==> src/rtl/gno_disc_pkg.sv <==
// Shared constants, sample type and FSM state encoding for the
// discriminator request arbiter.
package gno_disc_pkg;

  localparam int SAMPLE_W           = 16;
  localparam int CNT_W              = 9;
  localparam int DEF_SAMPLE_COUNT   = 256;
  localparam int DEF_TIMEOUT_CYCLES = 1048576;

  typedef logic [SAMPLE_W-1:0] sample_t;

  typedef enum logic [2:0] {
    IDLE,
    STREAM,
    START,
    WAIT,
    READ,
    RESP
  } arb_state_t;

endpackage

==> src/rtl/disc_request_arbiter_if.sv <==
// Bundle of source handshake, pipeline FIFO/control and result signals
// seen by the discriminator request arbiter.
interface disc_request_arbiter_if;
  import gno_disc_pkg::*;

  logic [1:0] req;
  logic [1:0] grant;
  logic [1:0] s_valid;
  logic [1:0] s_ready;
  sample_t    s_data0;
  sample_t    s_data1;
  logic       disc_wr_en;
  sample_t    disc_wr_data;
  logic       disc_full;
  logic       disc_start;
  logic       disc_done;
  logic       disc_real_flag;
  logic       score_rd_en;
  sample_t    score_rd_data;
  logic       score_rd_valid;
  logic       score_empty;
  logic       res_valid;
  logic       res_src;
  sample_t    res_score;
  logic       res_real;
  logic       timeout_err;

  modport slave (
    input  req, s_valid, s_data0, s_data1, disc_full, disc_done, disc_real_flag,
           score_rd_data, score_rd_valid, score_empty,
    output grant, s_ready, disc_wr_en, disc_wr_data, disc_start, score_rd_en,
           res_valid, res_src, res_score, res_real, timeout_err
  );

  modport master (
    output req, s_valid, s_data0, s_data1, disc_full, disc_done, disc_real_flag,
           score_rd_data, score_rd_valid, score_empty,
    input  grant, s_ready, disc_wr_en, disc_wr_data, disc_start, score_rd_en,
           res_valid, res_src, res_score, res_real, timeout_err
  );

endinterface

==> src/rtl/rr_arbiter2.sv <==
// Two-request round-robin picker; the pointer moves to the source that was
// not served whenever update is pulsed.
module rr_arbiter2 (
  input  logic       clk,
  input  logic       rst,
  input  logic [1:0] req,
  input  logic       update,
  input  logic       last_src,
  output logic [1:0] gnt
);

  logic ptr;

  always_ff @(posedge clk) begin
    if (rst) begin
      ptr <= 1'b0;
    end else if (update) begin
      ptr <= ~last_src;
    end
  end

  always_comb begin
    gnt = 2'b00;
    if (ptr == 1'b0) begin
      if (req[0])      gnt = 2'b01;
      else if (req[1]) gnt = 2'b10;
    end else begin
      if (req[1])      gnt = 2'b10;
      else if (req[0]) gnt = 2'b01;
    end
  end

endmodule

==> src/rtl/disc_request_arbiter.sv <==
// Arbitrates two sample sources onto one discriminator pipeline: stream a
// block, start the pipeline, wait for its decision, read the score, report.
module disc_request_arbiter
  import gno_disc_pkg::*;
#(
  parameter int SAMPLE_COUNT   = DEF_SAMPLE_COUNT,
  parameter int TIMEOUT_CYCLES = DEF_TIMEOUT_CYCLES
) (
  input logic                   clk,
  input logic                   rst,
  disc_request_arbiter_if.slave bus
);

  localparam int                WD_W      = $clog2(TIMEOUT_CYCLES + 1);
  localparam logic [CNT_W-1:0]  LAST_WORD = CNT_W'(SAMPLE_COUNT - 1);
  localparam logic [WD_W-1:0]   WD_LIMIT  = WD_W'(TIMEOUT_CYCLES - 1);

  arb_state_t        state;
  logic [CNT_W-1:0]  word_cnt;
  logic [WD_W-1:0]   wdog;
  logic              src;
  logic              rd_issued;
  logic              real_lat;
  logic [1:0]        rr_gnt;
  logic [1:0]        ready;

  rr_arbiter2 u_rr (
    .clk      (clk),
    .rst      (rst),
    .req      (bus.req),
    .update   (state == RESP),
    .last_src (src),
    .gnt      (rr_gnt)
  );

  // Ready follows disc_full combinationally so a full FIFO is never overrun.
  always_comb begin
    ready = 2'b00;
    if (state == STREAM && !rst) begin
      ready = bus.grant & {2{!bus.disc_full}};
    end
  end

  assign bus.s_ready      = ready;
  assign bus.disc_wr_en   = |(bus.s_valid & ready);
  assign bus.disc_wr_data = src ? bus.s_data1 : bus.s_data0;

  always_ff @(posedge clk) begin
    if (rst) begin
      state           <= IDLE;
      bus.grant       <= 2'b00;
      src             <= 1'b0;
      word_cnt        <= '0;
      wdog            <= '0;
      rd_issued       <= 1'b0;
      real_lat        <= 1'b0;
      bus.disc_start  <= 1'b0;
      bus.score_rd_en <= 1'b0;
      bus.res_valid   <= 1'b0;
      bus.res_src     <= 1'b0;
      bus.res_score   <= '0;
      bus.res_real    <= 1'b0;
      bus.timeout_err <= 1'b0;
    end else begin
      bus.disc_start  <= 1'b0;
      bus.score_rd_en <= 1'b0;
      bus.res_valid   <= 1'b0;
      case (state)
        IDLE: begin
          if (|bus.req) begin
            bus.grant <= rr_gnt;
            src       <= rr_gnt[1];
            word_cnt  <= '0;
            state     <= STREAM;
          end
        end
        STREAM: begin
          if (bus.disc_wr_en) begin
            word_cnt <= word_cnt + 1'b1;
            if (word_cnt == LAST_WORD) state <= START;
          end
        end
        START: begin
          bus.disc_start <= 1'b1;
          wdog           <= '0;
          state          <= WAIT;
        end
        WAIT: begin
          if (bus.disc_done) begin
            real_lat  <= bus.disc_real_flag;
            rd_issued <= 1'b0;
            state     <= READ;
          end else if (wdog == WD_LIMIT) begin
            bus.timeout_err <= 1'b1;
            bus.grant       <= 2'b00;
            state           <= IDLE;
          end else begin
            wdog <= wdog + 1'b1;
          end
        end
        // Read data returns one cycle after rd_en, so only accept it once issued.
        READ: begin
          if (!rd_issued && !bus.score_empty) begin
            bus.score_rd_en <= 1'b1;
            rd_issued       <= 1'b1;
          end
          if (rd_issued && bus.score_rd_valid) begin
            bus.res_valid <= 1'b1;
            bus.res_src   <= src;
            bus.res_score <= bus.score_rd_data;
            bus.res_real  <= real_lat;
            state         <= RESP;
          end
        end
        RESP: begin
          bus.grant <= 2'b00;
          state     <= IDLE;
        end
        default: state <= IDLE;
      endcase
    end
  end

endmodule
==> src/flat_wrapper.sv <==
// flat-port wrapper written by rule: the top's interface ports become plain ports
module disc_request_arbiter_flat import gno_disc_pkg::*;
#(
  parameter int SAMPLE_COUNT   = DEF_SAMPLE_COUNT,
  parameter int TIMEOUT_CYCLES = DEF_TIMEOUT_CYCLES
)
  (clk, rst, bus_req, bus_s_valid, bus_s_data0, bus_s_data1, bus_disc_full, bus_disc_done, bus_disc_real_flag, bus_score_rd_data, bus_score_rd_valid, bus_score_empty, bus_grant, bus_s_ready, bus_disc_wr_en, bus_disc_wr_data, bus_disc_start, bus_score_rd_en, bus_res_valid, bus_res_src, bus_res_score, bus_res_real, bus_timeout_err);
  disc_request_arbiter_if bus_i ();
  input logic clk;
  input logic rst;
  input wire logic [$bits(bus_i.req)-1:0] bus_req;
  input wire logic [$bits(bus_i.s_valid)-1:0] bus_s_valid;
  input wire logic [$bits(bus_i.s_data0)-1:0] bus_s_data0;
  input wire logic [$bits(bus_i.s_data1)-1:0] bus_s_data1;
  input wire logic [$bits(bus_i.disc_full)-1:0] bus_disc_full;
  input wire logic [$bits(bus_i.disc_done)-1:0] bus_disc_done;
  input wire logic [$bits(bus_i.disc_real_flag)-1:0] bus_disc_real_flag;
  input wire logic [$bits(bus_i.score_rd_data)-1:0] bus_score_rd_data;
  input wire logic [$bits(bus_i.score_rd_valid)-1:0] bus_score_rd_valid;
  input wire logic [$bits(bus_i.score_empty)-1:0] bus_score_empty;
  output wire logic [$bits(bus_i.grant)-1:0] bus_grant;
  output wire logic [$bits(bus_i.s_ready)-1:0] bus_s_ready;
  output wire logic [$bits(bus_i.disc_wr_en)-1:0] bus_disc_wr_en;
  output wire logic [$bits(bus_i.disc_wr_data)-1:0] bus_disc_wr_data;
  output wire logic [$bits(bus_i.disc_start)-1:0] bus_disc_start;
  output wire logic [$bits(bus_i.score_rd_en)-1:0] bus_score_rd_en;
  output wire logic [$bits(bus_i.res_valid)-1:0] bus_res_valid;
  output wire logic [$bits(bus_i.res_src)-1:0] bus_res_src;
  output wire logic [$bits(bus_i.res_score)-1:0] bus_res_score;
  output wire logic [$bits(bus_i.res_real)-1:0] bus_res_real;
  output wire logic [$bits(bus_i.timeout_err)-1:0] bus_timeout_err;
  assign bus_i.req = bus_req;
  assign bus_i.s_valid = bus_s_valid;
  assign bus_i.s_data0 = bus_s_data0;
  assign bus_i.s_data1 = bus_s_data1;
  assign bus_i.disc_full = bus_disc_full;
  assign bus_i.disc_done = bus_disc_done;
  assign bus_i.disc_real_flag = bus_disc_real_flag;
  assign bus_i.score_rd_data = bus_score_rd_data;
  assign bus_i.score_rd_valid = bus_score_rd_valid;
  assign bus_i.score_empty = bus_score_empty;
  assign bus_grant = bus_i.grant;
  assign bus_s_ready = bus_i.s_ready;
  assign bus_disc_wr_en = bus_i.disc_wr_en;
  assign bus_disc_wr_data = bus_i.disc_wr_data;
  assign bus_disc_start = bus_i.disc_start;
  assign bus_score_rd_en = bus_i.score_rd_en;
  assign bus_res_valid = bus_i.res_valid;
  assign bus_res_src = bus_i.res_src;
  assign bus_res_score = bus_i.res_score;
  assign bus_res_real = bus_i.res_real;
  assign bus_timeout_err = bus_i.timeout_err;
  disc_request_arbiter #(.SAMPLE_COUNT(SAMPLE_COUNT), .TIMEOUT_CYCLES(TIMEOUT_CYCLES)) u_core (.clk(clk), .rst(rst), .bus(bus_i));
endmodule
==> config.mk <==
export PLATFORM = sky130hd
export DESIGN_NAME = disc_request_arbiter_flat
export DESIGN_NICKNAME = d
export VERILOG_FILES = /design/src/rtl/gno_disc_pkg.sv /design/src/rtl/disc_request_arbiter_if.sv /design/src/rtl/rr_arbiter2.sv /design/src/rtl/disc_request_arbiter.sv /design/src/flat_wrapper.sv
export SDC_FILE = /design/constraint.sdc
export NUM_CORES = 1
export LEC_CHECK = 0
export CAP_MARGIN = 5
export CORE_ASPECT_RATIO = 1.5
export CORE_UTILIZATION = 41
export DETAILED_ROUTE_END_ITERATION = 10
export PLACE_DENSITY_LB_ADDON = 0.2
export SLEW_MARGIN = 20
export SYNTH_ARGS = -nofsm -noshare
export SYNTH_HDL_FRONTEND = slang
export SYNTH_HIERARCHICAL = 1
export SYNTH_SLANG_ARGS = --single-unit
==> constraint.sdc <==
create_clock -name clk -period 1.8 [get_ports clk]
set_input_delay 0.36 -clock clk [delete_from_list [all_inputs] [get_ports clk]]
set_output_delay 0.36 -clock clk [all_outputs]
set_load 0.005 [all_outputs]
==> impl_results.md, run 1 <==
* Status: finished, violations left
* Failing checks: setup timing
* DRC at 0
* # diodes at 0
* IO Count at 102
* Final Hold Fails at 0
* Largest net degree at the start of global routing at 38
* DP Wirelength at between 6000 and 7000 microns
* Core area at 0.006898 sq mm
* CP endpoint kind: flip-flop
* Post-synthesis simple-gate area fraction at around 28%
* Row count at 37
* CP Launch Type: flip-flop
* RSZ-0062 raised after global routing: true
* Relative slew margins at between 70 and 80%
* CP cell instances: buf_6, and2b_4, nand4_1, or3_4, or4_4, a21oi_2
* Area delta synth->final at 76.28%
* Starting Density at between 40 and 50%
* Synth warnings at 6
* Worst R2R Start: u_core/state[2]
* Synth Flop Type: dfxtp_1
* Worst path arrival time at 2250 ps
* Pre-CTS setup slack at -748.3 ps
* Hold WS at ~460 ps
* Max Clock Freq at about 510 MHz
* Most common cell in the synthesized netlist: nand2_1
* Routed Wire Length at just under 10000 microns
* Post-Syn Instances at ~360
* Max-Cap Viols at 0
* Top-area cell type share of the netlist area at between 40% and 50%
* Hold Crit Endpoint: u_core/bus.res_score[0]
* Die area at 0.007555 sq mm
* Post-synthesis mux area share at a little under 7%
* Detail Route Antenna Nets at 0
* Post-layout nets at about 600
* R2R Setup Slk at -180 ps
* Hold path depth at 2
* Total number of vias at between 3k and 4k
* Number of global-route vias before repair at between 3k and 4k
* Crit path time final at slightly below 2000 ps
* Gr usage total at between 20% and 30%
* Post-CTS Hold Fix Bufs at 0
* Buffer levels on the longest clock path at 2
* FF-to-FF End: u_core/wdog[17]
* Root Buffer Master: clkbuf_8
* LEAKAGE at roughly 2.0 nW
* Initial DRC count at a little over 90
* Post-Syn Area per Cell at between 8 and 9 sq um
* Slowest CP cell: or4_4
* Required @ worst endpoint at approximately 2100 ps
* Layout Skew at approximately 7.3 ps
* Clk_lat worst skew at about 350 ps
* Post-Synth XOR/XNOR Area at under 10%
* FFs w/ async S/R, synth at 0%
* Reg2reg path depth at 6
* Synth Area in Compound Gates at between 10% and 20%
* Routed vias/inst at between 5 and 6
* Seq/Total Area, Yosys at around two fifths
* Endpoints failing setup at 11
* Core occupancy in the finished layout at 75.49%
* First-pass DRT Iterations at 4
* Adder-Cell Fraction of Synth Area at under 10%
* Max Slew Vio Count at 0
* CP max stage delay at 550 ps
* FILL cells at ~490
* Clock-pin slew on the worst setup and hold paths at roughly 70 ps
* Synth Cell Area at between 0.002 and 0.003 sq mm
* Main combinational cell family by area after synthesis: simple AND/OR/NAND/NOR gates
* Crit Path Category: flip-flop to flip-flop
* Antenna violations before repair at 0
* Max FO, Critical Path at 4
* CTS Buf Count at 9
* Port Buffer Count at a little over 100
* Max VDD drop at 0.5068 mV
* Chip width at slightly above 70 microns
* Number of synthesized flops with an enable pin at 0
* Worst Tran Pin Value at roughly 440 ps
* Final WS setup at -178.0 ps
* Syn Nets at between 400 and 500
* Pwr per Cell Area at 584.1 mW/mm^2
* Synth cell types at 53
* Post-synth top cells: 66 x nand2_1, 61 x dfxtp_1, 37 x a21oi_1, 25 x nor2_1, 16 x mux2_2
* Total grt overflow at 0
* Worst min path class: flip-flop to flip-flop
* Die extent in y at 106.0 microns
* Dominant cell type by area after synthesis: dfxtp_1
* CP bufs+invs at 1
* CTS sink cnt at between 60 and 70
* Largest cells by area after synthesis: dfxtp_1 41%, nand2_1 8.4%, a21oi_1 6.3%, mux2_2 6.1%, nor2_1 3.2%
* Family with the most delay on the worst path: simple AND/OR/NAND/NOR gates
* GPL Wtd Cong at around 0.93
* H-Tree Depth at 3
* Clock tree from TritonCTS: done
* DR WL/cell at 15.50 microns
* First-pass GRT wire length at between 15000 and 20000 microns
* Hold Startpoint: u_core/bus.res_score[0]
* Fin crit share at 109.9%
* Layout cells sized above 1 at ~37%
* FF+latch count, synth at approximately 60
sequential cells by signal (all words and copies together) (netlist names):
name,cells
u_core/bus.timeout_err,1
u_core/state,3
u_core/real_lat,1
u_core/bus.disc_start,1
u_core/bus.res_real,1
u_core/bus.res_src,1
u_core/bus.grant,2
u_core/word_cnt,9
u_core/bus.res_score,16
u_core/rd_issued,1
u_core/wdog,21
u_core/bus.res_valid,1
u_core/u_rr/ptr,1
u_core/bus.score_rd_en,1
u_core/src,1
logic make-up after synthesis:
kind of cell               count (synthesis)
and+or+nand+nor                          163
xor gates and xnor gates                   5
buffers and inverters                     26
DFF                                       61
AOI/OAI and AO/OA                         83
muxes                                     18
adders and majority gates                  3
per-stage QoR:
| step | setup TNS, ps | std cells | total power, mW | area [sq um] |
|---|---|---|---|---|
| 5_1_grt | -1799 | 626 | 3.147 | 5207 |
| 3_3_place_gp | -11940 | 589 | 1.714 | 4536 |
| 2_1_floorplan | -53.43 | 359 | 1.492 | 2998 |
| 4_1_cts | -1195 | 618 | 3.066 | 4979 |
| 6_report | -1031 | 626 | 3.041 | 5207 |
| 3_5_place_dp | -13090 | 589 | 1.717 | 4536 |
how the worst max path moves through the flow:
| stage | start | to | slack [ps] | cells past startpoint |
|---|---|---|---|---|
| after floorplan | rst | u_core/word_cnt[5] | -10 | 9 |
| after CTS | u_core/state[2] | bus_s_ready[0] | -190 | 4 |
| final | u_core/state[2] | u_core/wdog[17] | -180 | 6 |
| after global routing | u_core/state[1] | bus_s_ready[1] | -230 | 4 |
| after global placement | rst | bus_s_ready[1] | -710 | 5 |
| after detailed placement | rst | bus_s_ready[0] | -750 | 5 |
worst reg2reg max path, cell delays in order, from the launching register on:
cell	delay, ps
dfxtp_2	340
buf_6	120
and2b_4	240
nand4_1	130
or3_4	390
or4_4	550
a21oi_2	140
layout by cell type, fill, tap and decap left out, types with 5 or more instances in the layout:
cell type and n:
clkdlybuf4s50_1 80, buf_4 71, nand2_1 62, dfxtp_1 51, a21oi_1 30, nor2_1 25
buf_6 19, buf_2 16, mux2_2 12, o21ai_1 11, clkbuf_8 10, nand3_1 10
inv_1 8, nand4_1 8, a21oi_2 7, dfxtp_2 7, or3_1 6, or4_4 5
per-layer routing:
| layer | vias to the layer above | part of all wire (%) | track usage [%] |
|---|---|---|---|
| met2 | 114 | 56 | 50.00 |
| met5 | - | 0 | 0 |
| met4 | 0 | 1.8 | 11.86 |
| li1 | 1664 | - | - |
| met1 | 1659 | 35 | 25.42 |
| met3 | 15 | 6.3 | 7.678 |
final cells by class:
| class | count | area (sq um) | area share, % |
|---|---|---|---|
| inverter | 9 | 38.79 | 0.7448 |
| timing repair buffer | 191 | 1704 | 32.72 |
| multi-input combinational | 272 | 1912 | 36.71 |
| tap | 78 | 97.59 | 1.874 |
| clock buffer | 11 | 141.4 | 2.715 |
| sequential | 61 | 1241 | 23.83 |
| clock inverter | 4 | 72.57 | 1.394 |
power breakdown:
group | total, mW | switching [mW] | internal, mW
sequential | 1.36 | 0.00563 | 1.35
combinational | 0.331 | 0.116 | 0.215
clock | 1.35 | 0.547 | 0.807
total | 3.04 | 0.668 | 2.37
what timing repair did:
item / CTS / global route
gates cloned: 1 / 1
endpoints found under the hold margin: 0 / 0
setup endpoints to repair: 49 / 38
setup buffers: 13 / 12
pin swaps: 16 / 31
resized for setup: 122 / 49
Note: power is estimated with default switching activity, not from simulation.
==> inputs of run 2 (changes only) <==
--- a/config.mk
+++ b/config.mk
@@ -7,6 +7,7 @@
 export LEC_CHECK = 0
 export CAP_MARGIN = 5
 export CORE_ASPECT_RATIO = 1.5
+export CORE_MARGIN = 8
 export CORE_UTILIZATION = 41
 export DETAILED_ROUTE_END_ITERATION = 10
 export PLACE_DENSITY_LB_ADDON = 0.2
==> impl_results.md, run 2 (synthesis results as in run 1) <==
* Status: finished, violations left
* Failing checks: setup timing
* Initial DRC count at 150 (+63%)
* Die extent in y at 120.0 microns (+13%)
* Relative slew margins at 70.72% (+0.58 points)
* Slowest CP cell: or4_4
* Multi-input gate area at 0.001892 sq mm (-1.0%)
* Final WS setup at -223.3 ps (-45.35 ps)
* Max FO, Critical Path at 13 (+9)
* Max FFs per register at 21 (unchanged)
* CP max stage delay at 500 ps (-50 ps)
* CP cell instances: buf_4, and2b_4, nand4_1, or3_4, or4_4, a21oi_2
* Placed cell area at 0.004508 sq mm (-0.61%)
* Non-filler instance count after layout at 622 (-0.64%)
* Top reg by flops: u_core/wdog
* First-pass DRT Iterations at 4 (unchanged)
* Gr usage total at 20.18% (-6.1 points)
* Post-layout nets at 599 (-1.2%)
* Required @ worst endpoint at 2090 ps (about the same)
* H-Tree Depth at 3 (unchanged)
* Max-Cap Viols at 0 (unchanged)
* FF/Latch Area at 0.001240 sq mm (-0.10%)
* Endpoints failing setup at 8 (-3)
* Crit path time final at 2023 ps (+45.35 ps)
* Dpl cells at 587 (-0.34%)
* Worst path arrival time at 2320 ps (+70 ps)
* RSZ-0062 raised after global routing: true
* Max Slew Vio Count at 0 (unchanged)
* # diodes at 0 (unchanged)
* Max VDD drop at 0.4753 mV (-6.2%)
* Pre-CTS setup slack at -747.8 ps (+0.5580 ps)
* DR WL/cell at 16.97 microns (+9.5%)
* Final Hold Fails at 0 (unchanged)
* Layout cells sized above 1 at 35.06% (-2.2 points)
* DRC at 0 (unchanged)
* Largest registers: u_core/wdog x21, u_core/bus.res_score x16, u_core/word_cnt x9
* Number of global-route vias before repair at 3528 (+2.4%)
* Clk_lat worst skew at 360 ps (about the same)
* Port Buffer Count at 101 (unchanged)
* Max Clock Freq at 494.2 MHz (-2.2%)
* GPL Wtd Cong at 0.8765 (-6.1%)
* CP endpoint kind: flip-flop
* Die area at 0.01023 sq mm (+35%)
* First-pass GRT wire length at 16420 microns (+6.8%)
* LEAKAGE at 2.000 nW (+0.88%)
* Chip width at 85.31 microns (+20%)
* Antenna violations before repair at 0 (unchanged)
* CTS Buf Count at 9 (unchanged)
* Clock-pin slew on the worst setup and hold paths at 70 ps (about the same)
* Starting Density at 41.42% (-1.4 points)
* Core area at 0.007132 sq mm (+3.4%)
* Clock tree from TritonCTS: done
* Total grt overflow at 0 (unchanged)
* Fin crit share at 112.4% (+2.5 points)
* R2R Setup Slk at -220 ps (-50 ps)
* Detail Route Antenna Nets at 0 (unchanged)
* CP bufs+invs at 1 (unchanged)
* Worst min path class: flip-flop to flip-flop
* Root Buffer Master: clkbuf_8
* Buffer levels on the longest clock path at 2 (unchanged)
* Pwr per Cell Area at 605.6 mW/mm^2 (+3.7%)
* Commonest non-fill, non-tap cell in the layout: clkdlybuf4s50_1
* IO Count at 102 (unchanged)
* Largest net degree at the start of global routing at 38 (unchanged)
* Routed vias/inst at 5.481 (-0.61%)
* FILL cells at 513 (+4.5%)
* CTS sink cnt at 61 (unchanged)
* Row count at 38 (+2.7%)
* Total number of vias at 3409 (-1.2%)
* Area delta synth->final at 77.09%
* Family with the most delay on the worst path: simple AND/OR/NAND/NOR gates
* Layout Skew at 5.166 ps (-2.112 ps)
* Worst Tran Pin Value at 439.2 ps (-4.648 ps)
* DP Wirelength at 7064 microns (+10%)
* Hold WS at 453.1 ps (-3.008 ps)
* Routed Wire Length at 10560 microns (+8.8%)
* CP Launch Type: flip-flop
* Most frequent cells in the layout: 80 x clkdlybuf4s50_1, 67 x buf_4, 62 x nand2_1
* Crit Path Category: flip-flop to flip-flop
* Fin area at 0.005231 sq mm (+0.46%)
-- run 2: layout make-up --
class | count | area share (%)
Clock buffer | 11 | 2.894
Clock inverter | 5 | 1.579
Inverter | 9 | 0.7414
Multi-Input combinational cell | 272 | 36.16
Sequential cell | 61 | 23.70
Tap cell | 80 | 1.913
Timing Repair Buffer | 184 | 33.01
-- run 2: power by group --
part           total, mW  leakage (nW)  internal [mW]  switching [mW]
Sequential          1.36         0.497           1.35         0.00781
Clock               1.44         0.108          0.854           0.586
Combinational      0.371          1.40          0.246           0.126
Total               3.17          2.00           2.45           0.720
-- run 2: worst reg2reg max path, delay by kind of cell, from the launching register on --
kind / cells / cell delay (ps)
buffers and inverters: 1 / 180
AND/OR/NAND/NOR: 4 / 1300
AO/OA/AOI/OAI: 1 / 150
flip-flops: 1 / 330
-- run 2: path summary, 6_finish.rpt --
path,startpoint,to,depth (start not counted)
worst min register to register,u_core/real_lat,u_core/bus.res_real,2
worst max register to register,u_core/state[2],u_core/wdog[17],6
worst min-delay path,u_core/real_lat,u_core/bus.res_real,2
worst max-delay path,u_core/state[2],u_core/wdog[17],6
-- run 2: repair_timing --
action,4_1_cts,5_1_grt
buffers inserted,10,8
cloned,4,0
pin swaps,13,14
resized for setup,130,45
hold buffers,0,0
setup endpoints to repair,45,43
endpoints found under the hold margin,0,0
-- run 2: metrics by stage --
step	power (mW)	setup TNS (ps)	utilization (%)
after floorplan	1.492	-53.43	-
after global placement	1.716	-11280	63.21
after detailed placement	1.720	-12240	63.21
after CTS	3.195	-1198	70.89
after global routing	3.278	-1960	73.35
final	3.168	-958.6	73.35
-- run 2: metal layers --
| metal | global-route usage [%] | wire, microns | up-vias |
|---|---|---|---|
| li1 | - | - | 1654 |
| met3 | 9.925 | 919 | 18 |
| met4 | 9.141 | 227 | 0 |
| met5 | 0 | 0 | - |
| met1 | 19.08 | 3803 | 1614 |
| met2 | 35.72 | 5605 | 123 |
